### config.mk
export PLATFORM = sky130hd
export DESIGN_NAME = paddle_ctrl_flat
export DESIGN_NICKNAME = d
export VERILOG_FILES = /design/src/rtl/paddle_ctrl_if.sv /design/src/rtl/paddle_ctrl.sv /design/src/flat_wrapper.sv
export SDC_FILE = /design/constraint.sdc
export NUM_CORES = 1
export LEC_CHECK = 0
export ABC_AREA = 1
export BUFFER_PORTS_ARGS = -buffer_cell sky130_fd_sc_hd__buf_2
export CORE_UTILIZATION = 60
export CTS_CLUSTER_SIZE = 12
export DETAILED_ROUTE_END_ITERATION = 12
export PLACE_DENSITY = 0.89
export SYNTH_ARGS = -nofsm -noshare
export SYNTH_HDL_FRONTEND = slang
export SYNTH_SLANG_ARGS = --single-unit
### constraint.sdc
create_clock -name in_clk -period 4.6 [get_ports in_clk]
set_input_delay 0.46 -clock in_clk [delete_from_list [all_inputs] [get_ports in_clk]]
set_output_delay 0.46 -clock in_clk [all_outputs]
set_load 0.05 [all_outputs]
### src/rtl/paddle_ctrl_if.sv
// Button/frame inputs and paddle-state outputs between the game logic and paddle_ctrl.
interface paddle_ctrl_if #(
    parameter int Y_W = 10
);
    logic           frame_tick;
    logic           up_n;
    logic           dn_n;
    logic           center_req;
    logic [Y_W-1:0] paddle_y;
    logic           moving;
    logic           at_top;
    logic           at_bottom;

    modport master (
        output frame_tick, up_n, dn_n, center_req,
        input  paddle_y, moving, at_top, at_bottom
    );

    modport slave (
        input  frame_tick, up_n, dn_n, center_req,
        output paddle_y, moving, at_top, at_bottom
    );
endinterface

### src/rtl/paddle_ctrl.sv
// Frame-rate paddle position controller: first step on the next frame after a press,
// auto-repeat after a hold delay, clamped to the play field, with a centre/lock request.
module paddle_ctrl #(
    parameter int Y_W          = 10,
    parameter int Y_MIN        = 0,
    parameter int Y_MAX        = 480,
    parameter int PADDLE_H     = 80,
    parameter int SPEED        = 4,
    parameter int REPEAT_DELAY = 15
) (
    input logic          in_clk,
    input logic          in_rst,
    paddle_ctrl_if.slave bus
);
    localparam int CNT_W = $clog2(REPEAT_DELAY + 1);

    localparam logic [2:0] S_IDLE   = 3'd0;
    localparam logic [2:0] S_FIRST  = 3'd1;
    localparam logic [2:0] S_HOLD   = 3'd2;
    localparam logic [2:0] S_REPEAT = 3'd3;
    localparam logic [2:0] S_LOCK   = 3'd4;

    localparam logic [Y_W:0] L_MIN = (Y_W+1)'(Y_MIN);
    localparam logic [Y_W:0] L_BOT = (Y_W+1)'(Y_MAX - PADDLE_H);
    localparam logic [Y_W:0] L_CTR = (Y_W+1)'((Y_MIN + Y_MAX - PADDLE_H) / 2);
    localparam logic [Y_W:0] L_SPD = (Y_W+1)'(SPEED);

    logic [2:0]       r_state;
    logic             r_dir;      // 1 = moving down
    logic [CNT_W-1:0] r_cnt;
    logic [Y_W-1:0]   r_y;
    logic             r_moving, r_top, r_bot;

    logic             w_dir_valid, w_req_dn;
    logic [Y_W:0]     w_y_ext, w_y_sum, w_y_up, w_y_dn, w_step;
    logic [2:0]       w_state_nxt;
    logic             w_dir_nxt;
    logic [CNT_W-1:0] w_cnt_nxt;
    logic [Y_W-1:0]   w_y_nxt;

    assign w_dir_valid = bus.up_n ^ bus.dn_n;
    assign w_req_dn    = ~bus.dn_n;

    // One extra bit of headroom so neither direction can wrap before clamping.
    assign w_y_ext = {1'b0, r_y};
    assign w_y_sum = w_y_ext + L_SPD;
    assign w_y_up  = (w_y_ext < L_MIN + L_SPD) ? L_MIN : w_y_ext - L_SPD;
    assign w_y_dn  = (w_y_sum > L_BOT) ? L_BOT : w_y_sum;
    assign w_step  = r_dir ? w_y_dn : w_y_up;

    always_comb begin
        w_state_nxt = r_state;
        w_dir_nxt   = r_dir;
        w_cnt_nxt   = r_cnt;
        w_y_nxt     = r_y;
        if (bus.center_req) begin
            w_state_nxt = S_LOCK;
            w_cnt_nxt   = '0;
            w_y_nxt     = L_CTR[Y_W-1:0];
        end else begin
            case (r_state)
                S_IDLE: begin
                    if (w_dir_valid) begin
                        w_state_nxt = S_FIRST;
                        w_dir_nxt   = w_req_dn;
                    end
                end
                S_FIRST, S_HOLD, S_REPEAT: begin
                    if (!w_dir_valid) begin
                        w_state_nxt = S_IDLE;
                    end else if (w_req_dn != r_dir) begin
                        w_state_nxt = S_FIRST;
                        w_dir_nxt   = w_req_dn;
                    end else if (bus.frame_tick) begin
                        if (r_state == S_FIRST) begin
                            w_y_nxt     = w_step[Y_W-1:0];
                            w_cnt_nxt   = CNT_W'(REPEAT_DELAY);
                            w_state_nxt = S_HOLD;
                        end else if (r_state == S_HOLD) begin
                            w_cnt_nxt = r_cnt - 1'b1;
                            if (r_cnt == CNT_W'(1)) w_state_nxt = S_REPEAT;
                        end else begin
                            w_y_nxt = w_step[Y_W-1:0];
                        end
                    end
                end
                S_LOCK: begin
                    if (bus.up_n && bus.dn_n) w_state_nxt = S_IDLE;
                end
                default: w_state_nxt = S_IDLE;
            endcase
        end
    end

    // Flags come from the next position so they never lag paddle_y.
    always_ff @(posedge in_clk) begin
        if (in_rst) begin
            r_state  <= S_IDLE;
            r_dir    <= 1'b0;
            r_cnt    <= '0;
            r_y      <= L_CTR[Y_W-1:0];
            r_moving <= 1'b0;
            r_top    <= 1'b0;
            r_bot    <= 1'b0;
        end else begin
            r_state  <= w_state_nxt;
            r_dir    <= w_dir_nxt;
            r_cnt    <= w_cnt_nxt;
            r_y      <= w_y_nxt;
            r_moving <= (w_state_nxt == S_FIRST) || (w_state_nxt == S_HOLD) ||
                        (w_state_nxt == S_REPEAT);
            r_top    <= (w_y_nxt == L_MIN[Y_W-1:0]);
            r_bot    <= (w_y_nxt == L_BOT[Y_W-1:0]);
        end
    end

    assign bus.paddle_y  = r_y;
    assign bus.moving    = r_moving;
    assign bus.at_top    = r_top;
    assign bus.at_bottom = r_bot;
endmodule

### src/flat_wrapper.sv
// flat-port wrapper written by rule: the top's interface ports become plain ports
module paddle_ctrl_flat 
#(
    parameter int Y_W          = 10,
    parameter int Y_MIN        = 0,
    parameter int Y_MAX        = 480,
    parameter int PADDLE_H     = 80,
    parameter int SPEED        = 4,
    parameter int REPEAT_DELAY = 15
)
  (in_clk, in_rst, bus_frame_tick, bus_up_n, bus_dn_n, bus_center_req, bus_paddle_y, bus_moving, bus_at_top, bus_at_bottom);
  paddle_ctrl_if #(.Y_W(Y_W)) bus_i ();
  input logic in_clk;
  input logic in_rst;
  input wire logic [$bits(bus_i.frame_tick)-1:0] bus_frame_tick;
  input wire logic [$bits(bus_i.up_n)-1:0] bus_up_n;
  input wire logic [$bits(bus_i.dn_n)-1:0] bus_dn_n;
  input wire logic [$bits(bus_i.center_req)-1:0] bus_center_req;
  output wire logic [$bits(bus_i.paddle_y)-1:0] bus_paddle_y;
  output wire logic [$bits(bus_i.moving)-1:0] bus_moving;
  output wire logic [$bits(bus_i.at_top)-1:0] bus_at_top;
  output wire logic [$bits(bus_i.at_bottom)-1:0] bus_at_bottom;
  assign bus_i.frame_tick = bus_frame_tick;
  assign bus_i.up_n = bus_up_n;
  assign bus_i.dn_n = bus_dn_n;
  assign bus_i.center_req = bus_center_req;
  assign bus_paddle_y = bus_i.paddle_y;
  assign bus_moving = bus_i.moving;
  assign bus_at_top = bus_i.at_top;
  assign bus_at_bottom = bus_i.at_bottom;
  paddle_ctrl #(.Y_W(Y_W), .Y_MIN(Y_MIN), .Y_MAX(Y_MAX), .PADDLE_H(PADDLE_H), .SPEED(SPEED), .REPEAT_DELAY(REPEAT_DELAY)) u_core (.in_clk(in_clk), .in_rst(in_rst), .bus(bus_i));
endmodule
==> results of run 1 <==
## per-stage QoR
| stage | util (%) | instance area [µm²] |
|---|---|---|
| after CTS | 71.13 | 1634 |
| final | 71.13 | 1634 |
| after detailed placement | 69.99 | 1608 |
| after floorplan | - | 1509 |
| after global routing | 71.13 | 1634 |
| after global placement | 69.99 | 1608 |
## layout make-up
type / count / area share (%)
sequential: 21 / 25.73
multi-input combinational: 185 / 56.28
inverter: 38 / 8.729
timing repair buffer: 18 / 5.513
tap: 28 / 2.144
clock buffer: 4 / 1.608
## critical path: stages (launching register included)
cell	delay [ns]
dfxtp_1	0.48
ha_1	0.29
nand2_2	0.11
nor2_2	0.18
nor2_1	0.05
nor2_1	0.08
nand2_1	0.06
o21bai_2	0.12
nand2_2	0.10
nand2_1	0.12
nand2_2	0.10
nand2_2	0.07
nand2_1	0.05
nor2_1	0.14
nand2_1	0.07
nor2_1	0.08
## routing by layer
| metal | vias up | wire length (µm) | share of wire (%) | global-route usage [%] |
|---|---|---|---|---|
| met5 | - | 0 | 0 | 0 |
| met4 | 0 | 60 | 1.7 | 8.772 |
| met3 | 11 | 265 | 7.4 | 3.509 |
| met2 | 76 | 1565 | 44 | 52.14 |
| met1 | 678 | 1688 | 47 | 41.99 |
| li1 | 828 | - | - | - |
## Yosys cell counts (all sizes together), types with 3 or more instances
| cell | count | area, µm² |
|---|---|---|
| buf | 3 | 26.27 |
| o21ai | 8 | 40.04 |
| a21oi | 12 | 60.06 |
| nand4 | 7 | 43.79 |
| xor2 | 3 | 26.28 |
| nor2 | 44 | 177.7 |
| inv | 38 | 142.6 |
| dfxtp | 21 | 420.4 |
| nand2 | 70 | 272.8 |
| nand3 | 22 | 130.1 |
| ha | 6 | 75.07 |
## final timing paths
| kind | start | to | slack [ns] |
|---|---|---|---|
| max reg2reg | u_core.bus.paddle_y[2] | u_core.bus.at_bottom | 2.45 |
| max | u_core.bus.paddle_y[2] | u_core.bus.at_bottom | 2.45 |
| min reg2reg | u_core.bus.paddle_y[0] | u_core.bus.paddle_y[0] | 0.47 |
| min | in_rst | u_core.r_state[2] | 0.40 |
## where the power goes
group          total, mW  switching, mW  internal (mW)
sequential         0.187        0.00262          0.184
combinational     0.0260         0.0179        0.00806
clock             0.0921         0.0582         0.0339
total              0.305         0.0787          0.226
## kinds of logic (layout without fill, tap and decap cells)
group	after synthesis	after routing	synth area share, %
compound gates	27	27	10.36
buf+inv	41	60	11.19
flops	21	21	27.86
fa+ha+maj	6	6	4.975
simple gates	149	149	43.86
xor+xnor	3	3	1.742
## registers in the layout, indices dropped and copies added (netlist names)
| signal | count |
|---|---|
| u_core.bus.at_bottom | 1 |
| u_core.bus.at_top | 1 |
| u_core.bus.moving | 1 |
| u_core.bus.paddle_y | 10 |
| u_core.r_cnt | 4 |
| u_core.r_dir | 1 |
| u_core.r_state | 3 |
==> reports/qor.txt, run 1 <==
Max VDD drop -> 162.6 µV
Port-buffer cells -> 18
Placed Cells -> 290
critical path data required time -> 4.85 ns
critical path fanouts, max -> 6
FF+latch area -> 420.4 µm²
final hold slack -> 0.4036 ns
Distinct cells, synth -> 26
CTS clk-pin slew, worst paths -> 0.12 ns
DRC violations left -> 0
maxcap violations -> 0
Net Count, Synth -> 259
final setup violation count -> 0
Async SR Flop Fraction -> 0%
DIE WIDTH -> 52.15 µm
leakage -> 0.7876 nW
actual slew at the worst max-slew pin -> 0.3834 ns
post-synthesis register bit count -> 21
commonest non-fill, non-tap cells in the layout -> nand2_1 (66), nor2_1 (41), inv_1 (36)
share of layout cells above drive strength 1 -> 13.53%
most common cell after layout, fill and taps aside -> nand2_1
Iteration-0 DRC Markers -> 65
post-route ant nets -> 0
Core ar. -> 0.002297 mm²
Post-CTS Setup Bufs -> 0
Clock Sinks -> 21
Slew Limit Headroom -> 74.41%
first-pass GRT wire length -> 6.216 mm
CP Class -> reg2reg
status -> completed
synthesized area -> 0.001509 mm²
Total Die Area -> 0.002720 mm²
hold depth -> 2
via count -> 1593
Clock Tree Buf Depth -> 2
drt wl/cell -> 12.18 µm
Root Buffer -> clkbuf_4
Final Hold Viols -> 0
CTS tree -> built
Main synth FF type -> dfxtp_1
pin count of the biggest net entering global routing -> 13
TritonCTS Buffers -> 3
Ports -> 19
sequential share of the synthesized area -> 27.86%
vias in the first global route -> 1426
initial antenna violation count -> 0
kind of start point of the critical path -> flop
Area Growth Syn to Fin -> 8.292%
pre-CTS setup slack -> 2.482 ns
Placer Congestion -> 0.9424
R2R cell count -> 15
fin. max-slew vios -> 0
RSZ-0062 raised after global routing -> false
Congestion Overflow GR -> 0
setup TNS -> 0 ns
Gate Count Post-Synth -> 247
antenna cells -> 0
CP Capture Type -> flop
mean post-synth cell area -> 6.109 µm²
multi-input logic area -> 919.6 µm²
Max Freq -> 464.8 MHz
Site Rows -> 17
EDFF count, synth -> 0
power per cell area -> 186.5 mW/mm²
Layout Cells excl Fill -> 294
Final Critical Period -> 2.151 ns
Total Power -> 0.3048 mW
Skew-Pair Late Insertion Delay -> 0.31 ns
HPWL after DPL -> 2.724 mm
skew final -> 0.01204 ns
H-tree depth -> 1
HP Class -> in2reg
Die H -> 52.15 µm
# fillers -> 221
Starting Density -> 65.69%
TritonRoute pass-1 iters -> 4
Critical Path AT -> 2.40 ns
cells resized by post-CTS repair -> 0
fin nets -> 279
Vias/cell -> 5.418
Hold Buf Count CTS -> 0
worst setup margin -> 2.449 ns
fin crit share -> 46.77%
gr usage total -> 31.18%
DRT Wirelength -> 3.581 mm
Warnings, synthesis -> 0
Power figures use the tool's default switching activity.
==> run 2, diff against run 1 <==
CORE_UTILIZATION = 52   (was 60)
PLACE_DENSITY = 0.83   (was 0.89)
clock period = 1.9 ns   (was 4.6 ns; I/O delays follow)
==> reports/qor.txt, run 2 (same netlist as run 1, synthesis figures left out) <==
status -> completed
Ports -> 19
Root Buffer -> clkbuf_4
crit-path cells -> ha_4 > nand2_4 > nor2_4 > nor2_1 > nor2_1 > nand2_1 > o21bai_2 > nand2_2 > nand2_2 > nand2_2 > nand2_1 > nand2_2 > nor2_4 > nand2_2 > nor2_2
DRT Wirelength -> 3.794 mm
Critical Path AT -> 2.13 ns
Skew-Pair Late Insertion Delay -> 0.30 ns
first-pass GRT wire length -> 6.230 mm
Clock Tree Buf Depth -> 2
TritonRoute pass-1 iters -> 4
DIE WIDTH -> 55.87 µm
power per cell area -> 387.0 mW/mm²
Congestion Overflow GR -> 0
Clock Sinks -> 21
# fillers -> 245
HP Class -> in2reg
Vias/cell -> 5.343
slowest stage cell, crit path -> dfxtp_4
Iteration-0 DRC Markers -> 86
drt wl/cell -> 12.04 µm
vias in the first global route -> 1479
Starting Density -> 54.72%
Placer Congestion -> 0.9827
Layout Cells excl Fill -> 315
DRC violations left -> 0
cell mode on critical path -> nand2_2
post-route ant nets -> 0
Max Freq -> 531.5 MHz
maxcap violations -> 0
skew final -> 0.008183 ns
Port-buffer cells -> 18
max FFs per register -> 10
TritonCTS Buffers -> 3
initial antenna violation count -> 0
Total Die Area -> 0.003121 mm²
fin crit share -> 99.03%
kind of start point of the critical path -> flop
critical path fanouts, max -> 6
Placed Cells -> 308
CP Capture Type -> flop
via count -> 1683
Final Critical Period -> 1.882 ns
Final Hold Viols -> 0
final hold slack -> 0.1379 ns
critical path data required time -> 2.15 ns
CTS clk-pin slew, worst paths -> 0.12 ns
Site Rows -> 19
Final Util -> 68.24%
actual slew at the worst max-slew pin -> 0.3752 ns
RSZ-0062 raised after global routing -> true
share of layout cells above drive strength 1 -> 29.58%
Area Growth Syn to Fin -> 24.71%
setup TNS -> 0 ns
pin count of the biggest net entering global routing -> 13
gr usage total -> 24.37%
commonest non-fill, non-tap cells in the layout -> nand2_1 (55), nor2_1 (37), inv_1 (33)
Die H -> 55.87 µm
leakage -> 0.8895 nW
most common cell after layout, fill and taps aside -> nand2_1
final setup violation count -> 0
fin nets -> 297
Core ar. -> 0.002758 mm²
Max VDD drop -> 369.3 µV
CP Class -> reg2reg
H-tree depth -> 1
Max stage delay on crit path -> 0.42 ns
CTS tree -> built
HPWL after DPL -> 2.860 mm
antenna cells -> 0
fin. max-slew vios -> 0
Slew Limit Headroom -> 74.34%
## run 2: repair_timing
action	CTS	global route
hold buffers	0	0
endpoints found under the setup margin	2	8
pin swaps	4	15
buffers inserted	0	3
resized for setup	5	30
## run 2: cell type report
class	count	area [µm²]	area share, %
clock buffers	3	22.52	1.197
multi-input cells	185	1012	53.79
repair buffers	36	222.7	11.84
flip-flops and latches	21	437.9	23.27
clock inverters	1	5.005	0.2660
inverters	38	142.6	7.580
well taps	31	38.79	2.061
## run 2: report_power, final
group          leakage, nW  switching, mW  total (mW)  internal (mW)
Clock               0.0177          0.133       0.211         0.0784
Sequential           0.171        0.00423       0.444          0.440
Combinational        0.701         0.0484      0.0727         0.0243
Total                0.890          0.186       0.728          0.543
## run 2: critical path, delay by kind of cell, from the launching register on
kind                       cells  cell delay, ns
and+or+nand+nor               13            1.09
adders and majority gates      1            0.17
AOI/OAI and AO/OA              1            0.14
DFF                            1            0.42
## run 2: worst paths after layout
| kind | cells past startpoint | to | slack [ns] | start |
|---|---|---|---|---|
| max | 15 | u_core.bus.at_bottom | 0.02 | u_core.bus.paddle_y[3] |
| min | 2 | u_core.bus.paddle_y[9] | 0.14 | in_rst |
| max reg2reg | 15 | u_core.bus.at_bottom | 0.02 | u_core.bus.paddle_y[3] |
| min reg2reg | 2 | u_core.bus.paddle_y[0] | 0.46 | u_core.bus.paddle_y[0] |
## run 2: per-stage QoR
stage | instance area, µm² | total power, mW | setup slack (ns)
final | 1882 | 0.7282 | 0.01839
after global placement | 1737 | 0.5234 | 0.04575
after CTS | 1789 | 0.7293 | 0.0001932
after global routing | 1882 | 0.7593 | -0.1198
after detailed placement | 1737 | 0.5246 | -0.07054
after floorplan | 1521 | 0.4993 | 0.04197
## run 2: metal layers
layer | track usage (%) | vias up | part of all wire [%]
met4 | 10.10 | 0 | 2.2
met1 | 31.53 | 751 | 44
met5 | 0 | - | 0
met2 | 42.00 | 54 | 49
li1 | - | 866 | -
met3 | 1.860 | 12 | 4.0
==> run 3, diff against run 2 <==
CORE_UTILIZATION = 60   (was 52)
CTS_BUF_LIST = sky130_fd_sc_hd__clkbuf_16   (was not set)
PLACE_DENSITY = 0.89   (was 0.83)
SETUP_SLACK_MARGIN = 0.1   (was not set)
clock period = 2.35 ns   (was 1.9 ns; I/O delays follow)
==> reports/qor.txt, run 3 (same netlist as run 1, synthesis figures left out) <==
HPWL after DPL -> 2.744 mm
TritonRoute pass-1 iters -> 5
Hold Buf Count CTS -> 0
Die H -> 52.15 µm
Iteration-0 DRC Markers -> 77
CP Capture Type -> flop
antenna cells -> 0
crit-path cells -> ha_2 > nand2_2 > inv_1 > nor2_2 > inv_1 > nand2_1 > nor2_1 > o21bai_2 > nand2_2 > nand2_1 > nand2_1 > nand2_1 > nand2_1 > nor2_1 > nand2_1 > nor2_1
kind of start point of the critical path -> flop
critical path data required time -> 2.54 ns
Final Critical Period -> 2.007 ns
first-pass GRT wire length -> 6.072 mm
power per cell area -> 453.9 mW/mm²
Area Growth Syn to Fin -> 12.44%
DRT Wirelength -> 3.744 mm
Congestion Overflow GR -> 0
Site Rows -> 17
Clock power frac -> 45.8%
critical path fanouts, max -> 6
fin nets -> 279
worst setup margin -> 0.3427 ns
Sw Pwr -> 0.1671 mW
Placed Cells -> 290
Root Buffer -> clkbuf_16
Slew Limit Headroom -> 71.76%
max FFs per register -> 10
final setup violation count -> 0
vias in the first global route -> 1411
HP Class -> in2reg
CP Class -> reg2reg
Max stage delay on crit path -> 0.35 ns
CTS tree -> built
cell-internal power -> 0.6029 mW
final hold slack -> 0.2520 ns
DRC violations left -> 0
Net Sw Frac -> 21.70%
initial antenna violation count -> 0
Skew-Pair Late Insertion Delay -> 0.25 ns
pre-CTS setup slack -> 0.2879 ns
TritonCTS Buffers -> 3
Logic pwr share -> 6.7%
DIE WIDTH -> 52.15 µm
Reg power frac -> 47.5%
Vias/cell -> 5.517
Layout Cells excl Fill -> 294
RSZ-0062 raised after global routing -> false
CTS clk-pin slew, worst paths -> 0.06 ns
commonest non-fill, non-tap cells in the layout -> nand2_1 (66), nor2_1 (40), inv_1 (37)
Placer Congestion -> 0.9585
Critical Path AT -> 2.20 ns
fin crit share -> 85.42%
gr usage total -> 30.30%
fin. max-slew vios -> 0
Final Cell Area -> 0.001697 mm²
H-tree depth -> 1
Final Util -> 73.86%
Clock Tree Buf Depth -> 2
drt wl/cell -> 12.73 µm
via count -> 1622
most common cell after layout, fill and taps aside -> nand2_1
Total Power -> 0.7700 mW
Ports -> 19
Starting Density -> 65.69%
Final Hold Viols -> 0
Max VDD drop -> 465.0 µV
post-route ant nets -> 0
pin count of the biggest net entering global routing -> 13
Max Freq -> 498.2 MHz
skew final -> 0.001272 ns
placed cell areas -> 0.001608 mm²
share of layout cells above drive strength 1 -> 15.79%
leakage -> 0.8148 nW
Core ar. -> 0.002297 mm²
Clock Sinks -> 21
setup TNS -> 0 ns
maxcap violations -> 0
Total Die Area -> 0.002720 mm²
cell mode on critical path -> nand2_1
actual slew at the worst max-slew pin -> 0.4225 ns
slowest stage cell, crit path -> dfxtp_2
Port-buffer cells -> 18
status -> completed
-- run 3: cell types whose count changed in the layout (fill, tap and decap cells not counted), moves of 4 or more --
cell	previous run	this run
nand2_2	14	4
o21ai_1	4	0
dfxtp_4	4	0
inv_1	33	37
nand2_1	55	66
o21ai_0	4	8
buf_4	17	0
-- run 3: routing by layer --
layer	GRT usage [%]	wire (µm)	vias to the layer above
li1	-	-	826
met1	41.83	1730	711
met2	47.22	1614	80
met3	6.140	362	5
met4	9.211	36	0
met5	0	0	-
-- run 3: final cells by class --
cell class / instances / area [µm²]
fill: 197 / 600.6
clock buffer: 3 / 75.07
multi-input combinational: 185 / 924.6
timing repair buffer: 18 / 90.09
clock inverter: 1 / 3.754
tap: 28 / 35.03
sequential: 21 / 425.4
inverter: 38 / 142.6
-- run 3: worst paths after layout --
check        cells after the start                    from  slack [ns]                endpoint
min                              2          bus_center_req        0.25       u_core.r_state[1]
max                             16  u_core.bus.paddle_y[2]        0.34    u_core.bus.at_bottom
max reg2reg                     16  u_core.bus.paddle_y[2]        0.34    u_core.bus.at_bottom
min reg2reg                      2  u_core.bus.paddle_y[0]        0.46  u_core.bus.paddle_y[0]
-- run 3: power by group through the flow --
stage | registers [mW] | clock network [mW] | logic, mW
finish | 0.366 | 0.353 | 0.0517
global route | 0.366 | 0.371 | 0.0574
CTS | 0.365 | 0.355 | 0.0504
detailed placement | 0.373 | 0 | 0.0495
global placement | 0.373 | 0 | 0.0492
floorplan | 0.375 | 0 | 0.0307
-- run 3: worst max-delay path, delay by kind of cell, from the launching register on --
family	cells	cell delay, ns
simple gates	12	1.12
flops	1	0.35
fa+ha+maj	1	0.21
compound gates	1	0.15
buf+inv	2	0.12
-- run 3: what timing repair did --
action,4_1_cts,5_1_grt
buffers inserted,0,0
resized for setup,0,6
endpoints found under the setup margin,0,2
